==> src/rtl/lsu_pkg.sv <==
// Shared types and encodings for the load/store unit.
package lsu_pkg;

  // Sequencing states of the unit
  typedef enum logic [1:0] {
    ST_IDLE  = 2'd0,
    ST_READ  = 2'd1,
    ST_WRITE = 2'd2,
    ST_RESP  = 2'd3
  } state_t;

  // Access size encodings carried on req_size
  localparam logic [1:0] SZ_BYTE = 2'b00;
  localparam logic [1:0] SZ_HALF = 2'b01;
  localparam logic [1:0] SZ_WORD = 2'b10;

endpackage

==> src/rtl/lsu_lane.sv <==
// Lane steering: little-endian load extract/extend and store merge.
module lsu_lane
  import lsu_pkg::*;
(
  input  logic [1:0]  size,
  input  logic        sign_ext,
  input  logic [1:0]  addr_lo,
  input  logic [31:0] wdata,
  input  logic [31:0] word_in,
  output logic [31:0] load_data,
  output logic [31:0] store_data
);

  logic [31:0] byte_sh;
  logic [31:0] half_sh;

  // Shift the addressed lane(s) down to bit 0, then extend to 32 bits
  always_comb begin
    byte_sh = word_in >> {addr_lo, 3'b000};
    half_sh = word_in >> {addr_lo[1], 4'b0000};
    case (size)
      SZ_BYTE: load_data = {{24{sign_ext & byte_sh[7]}}, byte_sh[7:0]};
      SZ_HALF: load_data = {{16{sign_ext & half_sh[15]}}, half_sh[15:0]};
      default: load_data = word_in;
    endcase
  end

  // Overlay the store data onto the captured word; untouched lanes are kept
  always_comb begin
    store_data = word_in;
    case (size)
      SZ_BYTE: store_data[{addr_lo, 3'b000} +: 8]     = wdata[7:0];
      SZ_HALF: store_data[{addr_lo[1], 4'b0000} +: 16] = wdata[15:0];
      SZ_WORD: store_data = wdata;
      default: store_data = word_in;
    endcase
  end

endmodule

==> src/rtl/load_store_unit.sv <==
// Load/store unit: accepts one CPU request at a time, performs a
// read and/or write against a combinational-read word memory and
// returns a single-cycle response.
module load_store_unit
  import lsu_pkg::*;
#(
  parameter int MEM_WORDS = 1024
) (
  input  logic        clk,
  input  logic        reset,
  input  logic        req_valid,
  output logic        req_ready,
  input  logic        req_write,
  input  logic [1:0]  req_size,
  input  logic        req_signed,
  input  logic [31:0] req_addr,
  input  logic [31:0] req_wdata,
  output logic        resp_valid,
  output logic [31:0] resp_rdata,
  output logic        resp_error,
  output logic [31:0] mem_address,
  output logic        mem_writeEnable,
  output logic [31:0] mem_dataIn,
  input  logic [31:0] mem_dataOut
);

  state_t      state_q, state_d;
  logic [31:0] addr_q, addr_d;
  logic [31:0] wdata_q, wdata_d;
  logic [31:0] rdata_q, rdata_d;
  logic [1:0]  size_q, size_d;
  logic        signed_q, signed_d;
  logic        write_q, write_d;
  logic        err_q, err_d;

  logic        req_err;
  logic [31:0] load_data;
  logic [31:0] store_data;

  // Reject illegal sizes, misaligned accesses and out-of-range words
  always_comb begin
    req_err = 1'b0;
    case (req_size)
      SZ_BYTE: req_err = 1'b0;
      SZ_HALF: req_err = req_addr[0];
      SZ_WORD: req_err = |req_addr[1:0];
      default: req_err = 1'b1;
    endcase
    if ({2'b00, req_addr[31:2]} >= 32'(MEM_WORDS)) begin
      req_err = 1'b1;
    end
  end

  lsu_lane u_lane (
    .size       (size_q),
    .sign_ext   (signed_q),
    .addr_lo    (addr_q[1:0]),
    .wdata      (wdata_q),
    .word_in    (rdata_q),
    .load_data  (load_data),
    .store_data (store_data)
  );

  // Next-state and request capture; word stores skip the read
  always_comb begin
    state_d  = state_q;
    addr_d   = addr_q;
    wdata_d  = wdata_q;
    rdata_d  = rdata_q;
    size_d   = size_q;
    signed_d = signed_q;
    write_d  = write_q;
    err_d    = err_q;
    case (state_q)
      ST_IDLE: begin
        if (req_valid) begin
          addr_d   = req_addr;
          wdata_d  = req_wdata;
          size_d   = req_size;
          signed_d = req_signed;
          write_d  = req_write;
          err_d    = req_err;
          if (req_err) begin
            state_d = ST_RESP;
          end else if (req_write && (req_size == SZ_WORD)) begin
            state_d = ST_WRITE;
          end else begin
            state_d = ST_READ;
          end
        end
      end
      ST_READ: begin
        rdata_d = mem_dataOut;
        state_d = write_q ? ST_WRITE : ST_RESP;
      end
      ST_WRITE: state_d = ST_RESP;
      ST_RESP:  state_d = ST_IDLE;
      default:  state_d = ST_IDLE;
    endcase
  end

  // State and request registers with synchronous reset
  always_ff @(posedge clk) begin
    if (reset) begin
      state_q  <= ST_IDLE;
      addr_q   <= '0;
      wdata_q  <= '0;
      rdata_q  <= '0;
      size_q   <= '0;
      signed_q <= 1'b0;
      write_q  <= 1'b0;
      err_q    <= 1'b0;
    end else begin
      state_q  <= state_d;
      addr_q   <= addr_d;
      wdata_q  <= wdata_d;
      rdata_q  <= rdata_d;
      size_q   <= size_d;
      signed_q <= signed_d;
      write_q  <= write_d;
      err_q    <= err_d;
    end
  end

  // Outputs are forced quiet while reset is held so nothing leaks mid-reset
  assign req_ready       = reset | (state_q == ST_IDLE);
  assign resp_valid      = !reset && (state_q == ST_RESP);
  assign resp_error      = resp_valid & err_q;
  assign resp_rdata      = (resp_valid && !err_q && !write_q) ? load_data : 32'h0;
  assign mem_address     = reset ? 32'h0 : {2'b00, addr_q[31:2]};
  assign mem_writeEnable = !reset && (state_q == ST_WRITE);
  assign mem_dataIn      = reset ? 32'h0 : store_data;

endmodule

==> config.mk <==
export PLATFORM = sky130hd
export DESIGN_NAME = load_store_unit
export DESIGN_NICKNAME = d
export VERILOG_FILES = /design/src/rtl/lsu_pkg.sv /design/src/rtl/lsu_lane.sv /design/src/rtl/load_store_unit.sv
export SDC_FILE = /design/constraint.sdc
export NUM_CORES = 1
export LEC_CHECK = 0
export CORE_UTILIZATION = 25
export DETAILED_ROUTE_END_ITERATION = 16
export SYNTH_ARGS = -nofsm -noshare
export SYNTH_HDL_FRONTEND = slang
export SYNTH_SLANG_ARGS = --single-unit
export TNS_END_PERCENT = 30
==> constraint.sdc <==
create_clock -name clk -period 3.9 [get_ports clk]
set_input_delay 0.78 -clock clk [delete_from_list [all_inputs] [get_ports clk]]
set_output_delay 0.78 -clock clk [all_outputs]
set_load 0.01 [all_outputs]
==> summary.txt <==
Floorplanning
  • Initial Utilization: around a quarter
  • Total I/O pin count: between 200 and 250
  • DIE HEIGHT: about 160 um
  • Die Width: roughly 160 um
  • Total die area: around 0.024 mm2
  • Core area: 0.02292 mm2
  • Rows: 55

Clocking
  • Post-CTS setup buffers: 0
  • Root buffer cell: clkbuf_16
  • Clock Tree Buf Depth: 2
  • Clk Latency, worst-skew pair: roughly 360 ps
  • CTS tree: yes
  • Clk sinks: slightly above 100
  • CTS HTree Levels: 3
  • Clock Pin Slew Worst Setup and Hold Paths: around 80 ps
  • TritonCTS Buffers: 9

Power
  • Lkg Pwr: roughly 2.9 nW
  • Peak VDD IR: roughly 0.21 mV
  • Power Internal: between 0.002 and 0.003 W
  • Clk network pwr share: 23.6%
  • Sw Share: 38.63%
  • Seq pwr share: 36.2%
  • Comb pwr share: 40.2%
  • Switch Pwr: 0.001684 W
  • Power per cell area: around 520 mW/mm2

Placement
  • Post-DP HPWL: ~16000 um
  • Pre-CTS WS: 527.1 ps
  • I/O Buffers: 200
  • Inst Count DP: 1247
  • Routability Congestion: between 0.8 and 0.9

Logic synthesis
  • Yosys reg bits: slightly above 100
  • Post-synth top area cell: dfxtp_1
  • Ys Warns: 0
  • Post-Syn Area: just under 0.006 mm2
  • Synth unique cells: between 50 and 60
  • Share of Yosys cell area claimed by the top area cell type: a little over a third
  • Async set or reset register ratio after synthesis: 0%
  • Syn avg cell area: 7.555 um2
  • Register area share after synthesis: about a third
  • Most used DFF post-synth: dfxtp_1
  • Synth Instances: 782
  • Top cells by area, synth: dfxtp_1 35%, nand2_1 10%, a21oi_1 9.6%
  • Number of synthesized flops with an enable pin: 0

STA
  • Count of pins over their slew limit: 0
  • Final setup skew: between 5 and 6 ps
  • Total negative slack: 0 ps
  • Tmin final: around 3700 ps
  • Final worst slack: about 160 ps
  • Hold_ws: 450.0 ps
  • Worst Tran Pin Value: 1101 ps
  • Fmax: 0.2675 GHz
  • Worst slew margin: a little over a quarter
  • Crit share post-route: between 90 and 100%
  • RSZ-0062 raised after global routing: no
  • Final Setup Violations: 0
  • Final hold viol count: 0

Final layout
  • Area Overhead vs Synth: 43.12%
  • Layout cell share with drive strength beyond 1: under 10%
  • Finished Layout Cells: around 1300
  • Nets@finish: around 1100
  • Area of the multi-input gates: roughly 0.0035 mm2
  • Final core utilization: a little under two fifths
  • Sequential Area: approximately 0.0021 mm2
  • Filler Cell Count: 2421

Setup path
  • Reg-to-reg startpoint: state_q[1]$_SDFFE_PP0P_
  • Critical R2R Capture: wdata_q[10]$_SDFFE_PP0P_
  • Critical path data required time: around 3100 ps
  • Crit path from: addr_q[1]$_SDFFE_PP0P_
  • WS Path Type: flip-flop to primary output
  • R2R Setup Slk: about 1900 ps
  • Reg2Reg Depth: 6
  • Crit. End Element: primary output
  • Crit path arrival time: 2960 ps
  • CP Max Fanout: 9
  • Setup crit start kind: flip-flop

Outcome
  • Outcome: finished clean

Detailed routing
  • DRT iter0 DRCs: approximately 580
  • Final ANT Viol Nets: 0
  • Drc violations: 0
  • Final WL: between 20000 and 25000 um
  • Wire per inst: ~17 um
  • TritonRoute pass-1 iters: 6
  • Via count: between 6000 and 7000
  • DR vias/cell: between 4 and 5

Global routing
  • Total GRT Usage: 18.10%
  • Pin count of the biggest net entering global routing: roughly 170
  • Number of global-route vias before repair: between 5000 and 6000
  • Initial antenna violation count: 3
  • GRT Residual Overflow: 0
  • First-pass GRT wire length: ~33000 um

Hold path
  • Min-delay src: addr_q[6]$_SDFFE_PP0P_
  • Hold Path Class: flip-flop to flip-flop
  • WHS Path Cells: 2
  • Hold EP: addr_q[6]$_SDFFE_PP0P_

Job
  • Max-cap violation count: 0
==> area by class of cell <==
| class | count | share of cell area, % |
|---|---|---|
| antenna | 2 | 0.05919 |
| clock buffer | 11 | 2.871 |
| clock inverter | 5 | 1.051 |
| inverter | 8 | 0.3551 |
| multi-input combinational | 610 | 41.49 |
| sequential | 103 | 24.45 |
| tap | 313 | 4.632 |
| timing repair buffer | 213 | 25.10 |
==> worst max-delay path by stage <==
stage	slack (ps)	end	cells after the start
global placement	520	mem_dataIn[31]	8
CTS	110	mem_dataIn[31]	8
finish	160	mem_dataIn[31]	8
floorplan	1230	mem_dataIn[16]	8
global route	30	mem_dataIn[24]	8
detailed placement	530	mem_dataIn[31]	8
==> synth_stat cells, types with 4 or more instances <==
master	count
a21oi_1	113
a221o_1	7
a22o_1	12
a22oi_1	19
a32oi_1	4
and3_1	4
buf_1	7
buf_2	23
buf_4	5
buf_6	5
clkbuf_1	22
dfxtp_1	103
ha_1	9
inv_1	8
mux2_2	7
mux2i_1	55
nand2_1	158
nor2_1	87
nor2b_1	44
nor3_1	16
nor4_1	5
o21ai_0	15
o221ai_1	7
o22ai_1	9
==> power groups by stage <==
stage / clock network, W / logic, W / registers [W]
CTS: 0.00105 / 0.00176 / 0.00157
global placement: 0 / 0.00174 / 0.00159
floorplan: 0 / 0.00124 / 0.00144
global route: 0.00109 / 0.00194 / 0.00161
finish: 0.00103 / 0.00175 / 0.00158
detailed placement: 0 / 0.00175 / 0.00159
==> registers in the layout, summed over array words and instances (netlist names) <==
register	cells
state_q	2
rdata_q	32
signed_q	1
wdata_q	32
size_q	2
err_q	1
write_q	1
addr_q	32
==> cells by family after synthesis <==
family	Yosys count	synth area share, %
compound gates	204	21.28
simple gates	333	25.31
buf+inv	70	5.887
fa+ha+maj	9	1.906
other cells	1	0.06347
flops	103	34.90
mux	62	10.65
==> metrics by stage <==
stage / area, um2 / power [W]
after floorplan: 5912 / 0.002672
after global placement: 8115 / 0.003332
after detailed placement: 8115 / 0.003344
after CTS: 8447 / 0.004385
after global routing: 8451 / 0.004637
final: 8456 / 0.004359
==> layer usage <==
layer	vias to the layer above	global-route usage (%)	wire [um]
li1	3038	-	-
met1	2854	24.58	10200
met2	177	28.51	10130
met3	33	3.583	1262
met4	2	6.069	470
met5	-	0	13
==> layout by cell type (no fill, tap or decap), types with 7 or more instances in the layout <==
master,synthesis,final
nor2_1,87,87
inv_1,8,8
mux2i_1,55,55
dfxtp_1,103,101
buf_4,5,12
nand2_1,158,157
ha_1,9,8
o22ai_1,9,9
clkbuf_16,0,9
o221ai_1,7,7
nor2b_1,44,44
a21oi_1,113,113
a22o_1,12,12
a22oi_1,19,19
o21ai_0,15,15
mux2_2,7,7
a221o_1,7,7
clkdlybuf4s50_1,0,199
nor3_1,16,16
==> timing repair <==
action | in CTS | in global routing
resized for setup | 0 | 2
setup endpoints to repair | 0 | 8
hold buffers | 0 | 0
==> critical path, stage by stage (launching register included) <==
cell	delay (ps)
dfxtp_1	500
inv_1	220
ha_1	390
nor3b_1	220
buf_4	150
and3_1	150
o21ai_0	80
a21oi_1	290
clkdlybuf4s50_1	600
No activity file was read; power rests on OpenSTA's default activity.
